### src/rtl/kbd_entry_ctrl_pkg.sv
// Shared keypad scan codes, FSM state type and key classifiers.
// Imported by the keypad entry controller and its event detector.
package kbd_entry_ctrl_pkg;

   localparam logic [7:0] KP_0            = 8'h70;
   localparam logic [7:0] KP_1            = 8'h69;
   localparam logic [7:0] KP_2            = 8'h72;
   localparam logic [7:0] KP_3            = 8'h7A;
   localparam logic [7:0] KP_4            = 8'h6B;
   localparam logic [7:0] KP_5            = 8'h73;
   localparam logic [7:0] KP_6            = 8'h74;
   localparam logic [7:0] KP_7            = 8'h6C;
   localparam logic [7:0] KP_8            = 8'h75;
   localparam logic [7:0] KP_9            = 8'h7D;
   localparam logic [7:0] KP_STAR         = 8'h7C;
   localparam logic [7:0] KP_MINUS        = 8'h7B;
   localparam logic [7:0] KP_KEY_RELEASED = 8'hF0;
   localparam logic [7:0] KP_INVALID      = 8'hFF;

   localparam logic [3:0] BLANK_BCD = 4'hF;

   typedef enum logic [1:0] {
      IDLE,
      SHIFT,
      SETTLE,
      FLUSH
   } state_t;

   function automatic logic is_digit(input logic [7:0] k);
      logic r;
      r = 1'b0;
      case (k)
         KP_0, KP_1, KP_2, KP_3, KP_4,
         KP_5, KP_6, KP_7, KP_8, KP_9: r = 1'b1;
         default: r = 1'b0;
      endcase
      return r;
   endfunction

   function automatic logic is_cmd(input logic [7:0] k);
      return (k == KP_STAR) || (k == KP_MINUS);
   endfunction

endpackage

### src/rtl/kbd_event_detect.sv
// Turns release sequences (F0 then code) into one pending key event.
// Ports: clk, reset, key in; consume in; ev_fire, ev_valid, ev_code out.
module kbd_event_detect
   import kbd_entry_ctrl_pkg::*;
(
   input  logic       clk,
   input  logic       reset,
   input  logic [7:0] key,
   input  logic       consume,
   output logic       ev_fire,
   output logic       ev_valid,
   output logic [7:0] ev_code
);

   logic [7:0] key_d;
   logic       pending;

   // Fires on the code that follows a release marker, so a repeated
   // key still produces one event per keystroke.
   assign ev_fire = (key_d == KP_KEY_RELEASED) && (key != key_d)
                  && (is_digit(key) || is_cmd(key));

   assign ev_valid = pending;

   always_ff @(posedge clk) begin
      if (reset) begin
         key_d   <= KP_KEY_RELEASED;
         pending <= 1'b0;
         ev_code <= KP_KEY_RELEASED;
      end else begin
         key_d <= key;
         // A fresh event wins over a consume in the same cycle.
         if (ev_fire) begin
            pending <= 1'b1;
            ev_code <= key;
         end else if (consume) begin
            pending <= 1'b0;
         end
      end
   end

endmodule

### src/rtl/kbd_entry_ctrl.sv
// Keypad entry controller: shifts digits, commits alarm/time entries.
// Ports: clk, reset, key, key_buffer in; kbd_shift, set_alarm, set_time,
// entry_value, digit_count, entry_error, entry_timeout out.
module kbd_entry_ctrl
   import kbd_entry_ctrl_pkg::*;
#(
   parameter int unsigned TIMEOUT_CYCLES = 500_000_000,
   parameter int unsigned FLUSH_LEN      = 4
)(
   input  logic        clk,
   input  logic        reset,
   input  logic [7:0]  key,
   input  logic [15:0] key_buffer,
   output logic        kbd_shift,
   output logic        set_alarm,
   output logic        set_time,
   output logic [15:0] entry_value,
   output logic [2:0]  digit_count,
   output logic        entry_error,
   output logic        entry_timeout
);

   localparam int TW = $clog2(TIMEOUT_CYCLES);
   localparam int FW = $clog2(FLUSH_LEN + 1);
   localparam logic [TW-1:0] T_MAX = TW'(TIMEOUT_CYCLES - 1);
   localparam logic [FW-1:0] F_MAX = FW'(FLUSH_LEN - 1);

   state_t        state, state_n;
   logic          ev_fire, ev_valid, consume;
   logic [7:0]    ev_code;
   logic [TW-1:0] timer;
   logic [FW-1:0] flush_cnt;
   logic          inc_digit, clr_digit, commit;
   logic          alarm_n, time_n, err_n;
   logic          to_hit;

   kbd_event_detect u_det (
      .clk      (clk),
      .reset    (reset),
      .key      (key),
      .consume  (consume),
      .ev_fire  (ev_fire),
      .ev_valid (ev_valid),
      .ev_code  (ev_code)
   );

   always_comb begin
      state_n   = state;
      consume   = 1'b0;
      kbd_shift = 1'b0;
      inc_digit = 1'b0;
      clr_digit = 1'b0;
      commit    = 1'b0;
      alarm_n   = 1'b0;
      time_n    = 1'b0;
      err_n     = 1'b0;
      case (state)
         IDLE: begin
            if (ev_valid) begin
               consume = 1'b1;
               if (is_digit(ev_code)) begin
                  inc_digit = 1'b1;
                  state_n   = SHIFT;
               end else if (digit_count == 3'd4) begin
                  commit    = 1'b1;
                  alarm_n   = (ev_code == KP_STAR);
                  time_n    = (ev_code == KP_MINUS);
                  clr_digit = 1'b1;
                  state_n   = FLUSH;
               end else begin
                  err_n     = 1'b1;
                  clr_digit = 1'b1;
                  state_n   = FLUSH;
               end
            end
         end
         SHIFT: begin
            kbd_shift = 1'b1;
            state_n   = SETTLE;
         end
         SETTLE: state_n = IDLE;
         FLUSH: begin
            // key is frozen at the command code, so each shift adds 4'hF.
            kbd_shift = 1'b1;
            if (flush_cnt == F_MAX) state_n = IDLE;
         end
         default: state_n = IDLE;
      endcase
   end

   // An event in the same cycle suppresses the timeout.
   assign to_hit = !ev_fire && (timer == T_MAX)
                 && (digit_count != 3'd0) && (digit_count != 3'd4);

   always_ff @(posedge clk) begin
      if (reset) begin
         state         <= IDLE;
         flush_cnt     <= '0;
         timer         <= '0;
         digit_count   <= 3'd0;
         entry_value   <= 16'h0000;
         set_alarm     <= 1'b0;
         set_time      <= 1'b0;
         entry_error   <= 1'b0;
         entry_timeout <= 1'b0;
      end else begin
         state         <= state_n;
         flush_cnt     <= (state == FLUSH) ? flush_cnt + 1'b1 : '0;
         set_alarm     <= alarm_n;
         set_time      <= time_n;
         entry_error   <= err_n;
         entry_timeout <= to_hit;
         if (commit) entry_value <= key_buffer;
         // Saturating timer; cleared by every keystroke.
         if (ev_fire)           timer <= '0;
         else if (timer != T_MAX) timer <= timer + 1'b1;
         // Saturates at 4 so the buffer keeps the newest four digits.
         if (clr_digit)                          digit_count <= 3'd0;
         else if (inc_digit && digit_count != 3'd4) digit_count <= digit_count + 3'd1;
         else if (to_hit)                        digit_count <= 3'd0;
      end
   end

endmodule
### config.mk
export PLATFORM = sky130hd
export DESIGN_NAME = kbd_entry_ctrl
export DESIGN_NICKNAME = d
export VERILOG_FILES = /design/src/rtl/kbd_entry_ctrl_pkg.sv /design/src/rtl/kbd_event_detect.sv /design/src/rtl/kbd_entry_ctrl.sv
export SDC_FILE = /design/constraint.sdc
export NUM_CORES = 1
export LEC_CHECK = 0
export CORE_MARGIN = 5
export CORE_UTILIZATION = 40
export DETAILED_ROUTE_END_ITERATION = 12
export PLACE_DENSITY = 0.66
export SLEW_MARGIN = 30
export SYNTH_ARGS = -nofsm -noshare
export SYNTH_HDL_FRONTEND = slang
export SYNTH_SLANG_ARGS = --single-unit
### constraint.sdc
create_clock -name clk -period 4.4 [get_ports clk]
set_input_delay 0.66 -clock clk [delete_from_list [all_inputs] [get_ports clk]]
set_output_delay 0.66 -clock clk [all_outputs]
set_load 0.02 [all_outputs]
==> results of run 1 <==
-- power groups by stage --
| stage | Sequential (uW) | Combinational, uW | Clock [uW] |
|---|---|---|---|
| after detailed placement | 696 | 60.3 | 0 |
| after global placement | 695 | 59.2 | 0 |
| after CTS | 680 | 60.7 | 534 |
| after floorplan | 694 | 30.2 | 0 |
| final | 680 | 59.7 | 518 |
| after global routing | 681 | 65.4 | 565 |
-- path summary, 6_finish.rpt --
check / slack, ps / endpoint / cells past startpoint
max: 1540 / timer[12]$_SDFFE_PP0P_ / 7
min: 430 / flush_cnt[0]$_SDFF_PP0_ / 1
max reg2reg: 1990 / timer[12]$_SDFFE_PP0P_ / 6
min reg2reg: 430 / flush_cnt[0]$_SDFF_PP0_ / 1
-- stage by stage --
step	total power, uW	setup slack [ps]	cell area (sq um)	hold slack, ps	util
after global placement	754	1220	3970	408	0.478
after floorplan	724	2270	3430	399	-
after CTS	1270	1520	4160	433	0.501
final	1260	1540	4160	433	0.501
after detailed placement	756	1150	3970	414	0.478
after global routing	1310	1410	4160	478	0.501
-- layer usage --
layer | share of wire | track usage
met1 | 0.49 | 0.174
met4 | 0.0086 | 0.0525
met2 | 0.46 | 0.208
met5 | 0 | 0
met3 | 0.045 | 0.0440
-- critical path: cells and delay by family --
| kind | cells | cell delay (ps) |
|---|---|---|
| simple gates | 5 | 1710 |
| buf+inv | 2 | 710 |
-- synth_stat cells (all sizes together) (3+ instances only) --
cell | instances | area, sq um
nor3 | 7 | 35.0
buf | 9 | 71.3
xnor2 | 15 | 131
nor3b | 4 | 30.0
or4 | 3 | 22.5
nor2b | 5 | 31.3
mux2i | 19 | 190
or2 | 4 | 25.0
nand4 | 5 | 46.3
nand3b | 3 | 22.5
xor2 | 5 | 43.8
o21ai | 6 | 33.8
dfxtp | 74 | 1480
inv | 10 | 37.5
or3b | 4 | 35.0
o311ai | 3 | 26.3
clkbuf | 8 | 30.0
nand4b | 3 | 26.3
and4 | 5 | 46.3
or3 | 5 | 36.3
nand2 | 18 | 67.6
nand2b | 36 | 225
a21oi | 15 | 75.1
ha | 5 | 62.6
nand3 | 15 | 75.1
and3 | 6 | 40.0
nor4 | 13 | 134
nor2 | 32 | 120
-- flip-flops by register name (all words and copies together), names as in the netlist --
signal          cells
digit_count         3
entry_error         1
entry_timeout       1
entry_value        16
flush_cnt           3
set_alarm           1
set_time            1
state               2
timer              29
u_det.ev_code       8
u_det.ev_valid      1
u_det.key_d         8
-- layout by cell type, fill, tap and decap left out, types with 2 or more instances in the layout --
master and n:
and4_1 4, nand2_1 18, or2_2 4, nor4_2 6, nor3_1 7, clkdlybuf4s50_1 49, nand3_1 15, ha_1 5
a21oi_1 15, dfxtp_1 74, mux2i_1 19, nand4_1 4, o31ai_1 2, and3_1 4, o311ai_0 3, clkinv_2 2
nor2_1 32, nand4b_1 3, nor2b_1 5, a211o_1 2, o21ai_0 5, xnor2_1 15, xor2_1 5, nand2b_1 36
or4_1 3, inv_1 10, nor4_1 6, and2_1 2, a31o_2 2, clkbuf_8 9, or3b_2 2, or3_1 4
nand3b_1 3, or3b_1 2, and3_2 2, nor3b_1 4, buf_4 2
-- kinds of logic (layout without fill, tap and decap cells) --
logic type	count (synthesis)	in the layout
buf+inv	27	77
simple gates	177	177
mux	19	19
compound gates	39	39
flops	74	74
fa+ha+maj	5	5
xor+xnor	20	20
-- area by class of cell --
type,count,area (sq um)
Timing Repair Buffer,51,505
Inverter,10,37.5
Clock buffer,10,128
Tap cell,105,131
Multi-Input combinational cell,260,1810
Sequential cell,74,1480
Clock inverter,6,65.1
Fill cell,783,4140
==> impl_metrics.toml, run 1 <==
[placement]
dp_hpwl_microns = 4850
numPortBuffers = 49
placed_cells = 500
gp_congestion = 0.739

[routing]
via_per_inst = 5.10
wl_per_cell_microns = 13.2
dr.first_iter.drc_count = 102
ant_nets = 0
routed_wl_microns = 6820
drc = 0
drtPass1Iterations = 4
num_vias = 2633

[clock_network]
cts_buffer_depth = 2
cts_setup_buffers = 0
cts-htree-levels = 3
cts_resized = 0
path_clk_slew_ps = 80
insertion_delay_ps = 350
hold_buffers = 0
cts.sinks = 74
cts_root_buf = "clkbuf_8"
cts_buffers = 9
cts_tree = "yes"

[critical_path]
required_ps = 4630
cp_cell_sequence = "clkdlybuf4s50_1 -> or4_1 -> nor4_2 -> nand3_1 -> nand2b_1 -> buf_4 -> nor2_1"
end_kind = "register"
crit_type = "input port to register"
reg2reg_from = "u_det.key_d[0]$_SDFF_PP0_"
startpoint = "key[7]"
start_kind = "input port"
max_stage_delay_ps = 600
slowest_stage = "nand2b_1"
cp_max_fo = 19
critPathArrivalTime_ps = 3100

[power_and_ir_drop]
p_int_uw = 974
power_frac_clock = 0.412
seq_power_share = 0.541
share_comb_of_total_power = 0.047
power.density_mw_per_mm2 = 302
p_switching_uw = 283
leakagePower_uw = 0.00136
ir_drop_v = 0.000151
p_sw_frac = 0.225

[synthesis]
yosysSeqAreaShare = 0.432
synth_edf_count = 0
synth.mux.area_fraction = 0.0554
ys.flop_type = "dfxtp_1"
ys_types = 59
yosys.area_share.adder = 0.0182
postSynthAreaPerCell_sq_um = 9.51
synth-compound-area-share = 0.0780
synth_area_sq_mm = 0.00343
ys.warnings.count = 0
ys_ff_latch = 74
synth_xor_area_frac = 0.0510
synth_top_family_by_area = "simple AND/OR/NAND/NOR gates"
synth-simple-area-share = 0.325
ys_async_sr_fraction = 0
synth_fp_nets = 392
synthCells = 361

[sta]
period_needed_ps = 2860
slew_violations = 0
fin_skew_ps = 10.3
min_period_over_period = 0.651
setup_viol = 0
worst_pin_slew_ps = 736
setup_tns_ps = 0
fmax_mhz = 349
rsz0062_at_grt = "false"
relSlewSlack = 0.505
hold_viol_final = 0

[run_status]
outcome = "completed"

[global_routing]
antenna_found_initial = 0
grt_max_degree = 57
grt_pass1_vias = 2490
grt_remaining_overflow = 0
grt_pass1_wl_microns = 11200
grt.total_usage = 0.134

[flow_run]
cap_violations = 0

[die]
start_util = 0.414
die_width_microns = 103
core_sq_mm = 0.00830
io_pins = 50
rows = 33
die_h_microns = 103
die_area_sq_mm = 0.0105

[min_path]
hold_class = "register to register"
hp-start = "flush_cnt[0]$_SDFF_PP0_"

[finish]
layoutNonFillerInstCount = 516
num_antenna_cells = 0
area_delta_synth_final_pct = 21.2
final_nets = 437
drive_above_1_share = 0.112
No activity file was read; power rests on OpenSTA's default activity.
==> run 2: changes to the inputs <==
==> constraint.sdc (replaced) <==
create_clock -name clk -period 3 [get_ports clk]
set_input_delay 0.45 -clock clk [delete_from_list [all_inputs] [get_ports clk]]
set_output_delay 0.45 -clock clk [all_outputs]
set_load 0.02 [all_outputs]
==> impl_metrics.toml, run 2 (synthesis results as in run 1) <==
[global_routing]
grt_pass1_vias = 2674
grt_max_degree = 41
grt.total_usage = 0.141
grt_remaining_overflow = 0
antenna_found_initial = 0
grt_pass1_wl_microns = 12000

[sta]
fmax_mhz = 456
relSlewSlack = 0.574
worst_pin_slew_ps = 638
slew_violations = 0
period_needed_ps = 2200
hold_viol_final = 0
setup_tns_ps = 0
min_period_over_period = 0.732
fin_skew_ps = 15.2
rsz0062_at_grt = "false"
setup_viol = 0

[finish]
largest_reg_flops = 29
final_common_cell = "dfxtp_1"
num_antenna_cells = 0
layoutNonFillerInstCount = 517
drive_above_1_share = 0.117
final_cell_mix = "dfxtp_1, clkdlybuf4s50_1, nand2b_1"
fillers = 779
largest_register = "timer"
reg_top3 = "timer x29, entry_value x16"
final_nets = 439
area_delta_synth_final_pct = 22.7

[placement]
placed_cells = 502
gp_congestion = 0.777
numPortBuffers = 49
dp_hpwl_microns = 5060

[die]
rows = 33
start_util = 0.414
die_h_microns = 103
io_pins = 50
core_sq_mm = 0.00830
die_width_microns = 103
die_area_sq_mm = 0.0105

[clock_network]
cts_resized = 0
cts_buffer_depth = 2
cts_tree = "yes"
hold_buffers = 0
insertion_delay_ps = 340
cts_buffers = 9
cts.sinks = 74
cts_root_buf = "clkbuf_8"
cts-htree-levels = 3
cts_setup_buffers = 0
path_clk_slew_ps = 80

[power_and_ir_drop]
power_uw = 1930
power.density_mw_per_mm2 = 458
ir_drop_v = 0.000275
leakagePower_uw = 0.00138

[routing]
wl_per_cell_microns = 13.5
ant_nets = 0
drtPass1Iterations = 4
dr.first_iter.drc_count = 103
num_vias = 2684
via_per_inst = 5.19
drc = 0
routed_wl_microns = 6990

[run_status]
outcome = "completed"

[critical_path]
critPathArrivalTime_ps = 2460
cp_max_fo = 10
start_kind = "input port"
required_ps = 3260
reg2reg_slack_ps = 940
end_kind = "register"
crit_type = "input port to register"

[min_path]
hold_class = "register to register"

[flow_run]
cap_violations = 0
[run 2: path summary, 6_finish.rpt]
path,end,cells past startpoint,start
hold / removal,flush_cnt[0]$_SDFF_PP0_,1,flush_cnt[0]$_SDFF_PP0_
hold reg to reg,flush_cnt[0]$_SDFF_PP0_,1,flush_cnt[0]$_SDFF_PP0_
setup / recovery,digit_count[2]$_SDFFE_PP0P_,6,key[7]
setup reg to reg,timer[28]$_SDFFE_PP0P_,5,timer[11]$_SDFFE_PP0P_
[run 2: final cells by class]
| type | instances | area [sq um] | area share |
|---|---|---|---|
| timing repair buffer | 53 | 533 | 0.127 |
| multi-input combinational | 260 | 1810 | 0.430 |
| inverter | 10 | 37.5 | 0.00891 |
| sequential | 74 | 1480 | 0.352 |
| clock inverter | 6 | 92.6 | 0.0220 |
| clock buffer | 9 | 124 | 0.0294 |
| tap | 105 | 131 | 0.0312 |
[run 2: power by group]
group	switching (uW)	internal (uW)
clock network	372	466
logic	37.7	54.4
registers	5.87	991
total	415	1510
[run 2: metal layers]
metal,GRT usage,wire (microns),share of wire
met1,0.177,3200,0.46
met2,0.236,3430,0.49
met3,0.0392,281,0.040
met4,0.0394,75,0.011
met5,0,0,0
[run 2: critical path, cell delays in order]
cell and delay [ps]:
clkdlybuf4s50_1 410, or4_1 540, nor4_2 250, and3_1 430, o311ai_0 200, a31oi_1 180
[run 2: stage by stage]
step	instance area [sq um]	worst slack (ps)	hold slack, ps	utilization
floorplan	3430	1080	399	-
global placement	4000	488	408	0.481
detailed placement	4000	465	426	0.481
CTS	4210	820	438	0.507
global route	4210	643	480	0.507
finish	4210	805	434	0.507
==> run 3: changes to the inputs <==
==> constraint.sdc (replaced) <==
create_clock -name clk -period 2.2 [get_ports clk]
set_input_delay 0.33 -clock clk [delete_from_list [all_inputs] [get_ports clk]]
set_output_delay 0.33 -clock clk [all_outputs]
set_load 0.02 [all_outputs]
==> impl_metrics.toml, run 3 (synthesis results as in run 1) <==
[routing]
drc = 0
wl_per_cell_microns = 13.1
drtPass1Iterations = 4
routed_wl_microns = 6930
ant_nets = 0
dr.first_iter.drc_count = 134
num_vias = 2654
via_per_inst = 5.03

[finish]
final_cell_mix = "dfxtp_1, clkdlybuf4s50_1, nand2b_1"
num_antenna_cells = 0
largest_register = "timer"
drive_above_1_share = 0.144
layoutNonFillerInstCount = 528
area_delta_synth_final_pct = 24.8
final_core_util = 0.516
reg_top3 = "timer x29, entry_value x16"
final_common_cell = "dfxtp_1"
largest_reg_flops = 29
final_nets = 449

[clock_network]
cts_buffers = 9
cts_root_buf = "clkbuf_8"
path_clk_slew_ps = 80
cts.sinks = 74
cts_setup_buffers = 0
insertion_delay_ps = 340
cts_tree = "yes"
cts_buffer_depth = 2
cts-htree-levels = 3
hold_buffers = 0

[power_and_ir_drop]
power.density_mw_per_mm2 = 596
ir_drop_v = 0.000315
leakagePower_uw = 0.00142
power_uw = 2560

[critical_path]
cp_max_fo = 11
start_kind = "register"
crit_type = "register to register"
critPathArrivalTime_ps = 2190
required_ps = 2430
reg2reg_slack_ps = 240
end_kind = "register"

[global_routing]
grt.total_usage = 0.142
grt_pass1_vias = 2612
grt_pass1_wl_microns = 12000
antenna_found_initial = 0
grt_remaining_overflow = 0
grt_max_degree = 33

[sta]
fmax_mhz = 510
setup_viol = 0
relSlewSlack = 0.638
worst_pin_slew_ps = 538
period_needed_ps = 1960
finalWorstSetupSlack_ps = 239
min_period_over_period = 0.891
rsz0062_at_grt = "false"
fin_skew_ps = 8.96
hold_viol_final = 0
slew_violations = 0

[die]
io_pins = 50
die_h_microns = 103
die_area_sq_mm = 0.0105
rows = 33
die_width_microns = 103
core_sq_mm = 0.00830
start_util = 0.414

[placement]
dp_hpwl_microns = 5000
gp_congestion = 0.771
numPortBuffers = 49
placed_cells = 512
place_ws_ps = -104

[flow_run]
cap_violations = 0

[min_path]
hold_class = "register to register"

[run_status]
outcome = "completed"
[run 3: changes by cell type in the layout (fill, tap and decap cells not counted), sizes merged]
cell	delta
buf	+10
clkinvlp	+1
clkbuf	+1
bufinv	-1
[run 3: path summary, 6_finish.rpt]
kind                      startpoint                      end  cells past startpoint
max reg2reg    timer[3]$_SDFFE_PP0P_   timer[28]$_SDFFE_PP0P_                      5
min reg2reg  flush_cnt[0]$_SDFF_PP0_  flush_cnt[0]$_SDFF_PP0_                      1
min          flush_cnt[0]$_SDFF_PP0_  flush_cnt[0]$_SDFF_PP0_                      1
max            timer[3]$_SDFFE_PP0P_   timer[28]$_SDFFE_PP0P_                      5
[run 3: what timing repair did]
action	CTS	global route
hold endpoints to repair	0	0
endpoints found under the setup margin	0	3
resized for setup	0	2
[run 3: power breakdown]
part	switching (uW)	internal, uW	leakage (uW)
clock network	512	554	0.0000945
logic	51.3	77.9	0.000727
registers	8.30	1350	0.000599
total	572	1980	0.00142
[run 3: per-layer routing]
metal | GRT usage | part of all wire
met1 | 0.192 | 0.48
met2 | 0.217 | 0.46
met3 | 0.0291 | 0.040
met4 | 0.0676 | 0.017
met5 | 0 | 0
[run 3: final cells by class]
| cell class | count | area [sq um] |
|---|---|---|
| Sequential cell | 74 | 1480 |
| Clock buffer | 10 | 138 |
| Clock inverter | 6 | 66.3 |
| Tap cell | 105 | 131 |
| Fill cell | 754 | 4020 |
| Timing Repair Buffer | 63 | 608 |
| Multi-Input combinational cell | 260 | 1820 |
| Inverter | 10 | 37.5 |
[run 3: through the flow]
step | cell area, sq um | setup TNS, ps | hold slack, ps
3_5_place_dp | 4070 | -645 | 412
4_1_cts | 4270 | 0 | 428
2_1_floorplan | 3430 | 0 | 399
3_3_place_gp | 4070 | -174 | 410
5_1_grt | 4280 | 0 | 476
6_report | 4280 | 0 | 425
[run 3: worst max-delay path: stages (launching register included)]
cell and delay (ps):
dfxtp_1 450, nand4_4 190, or3_4 530, nor3_1 400, a31o_2 220, a21oi_1 50
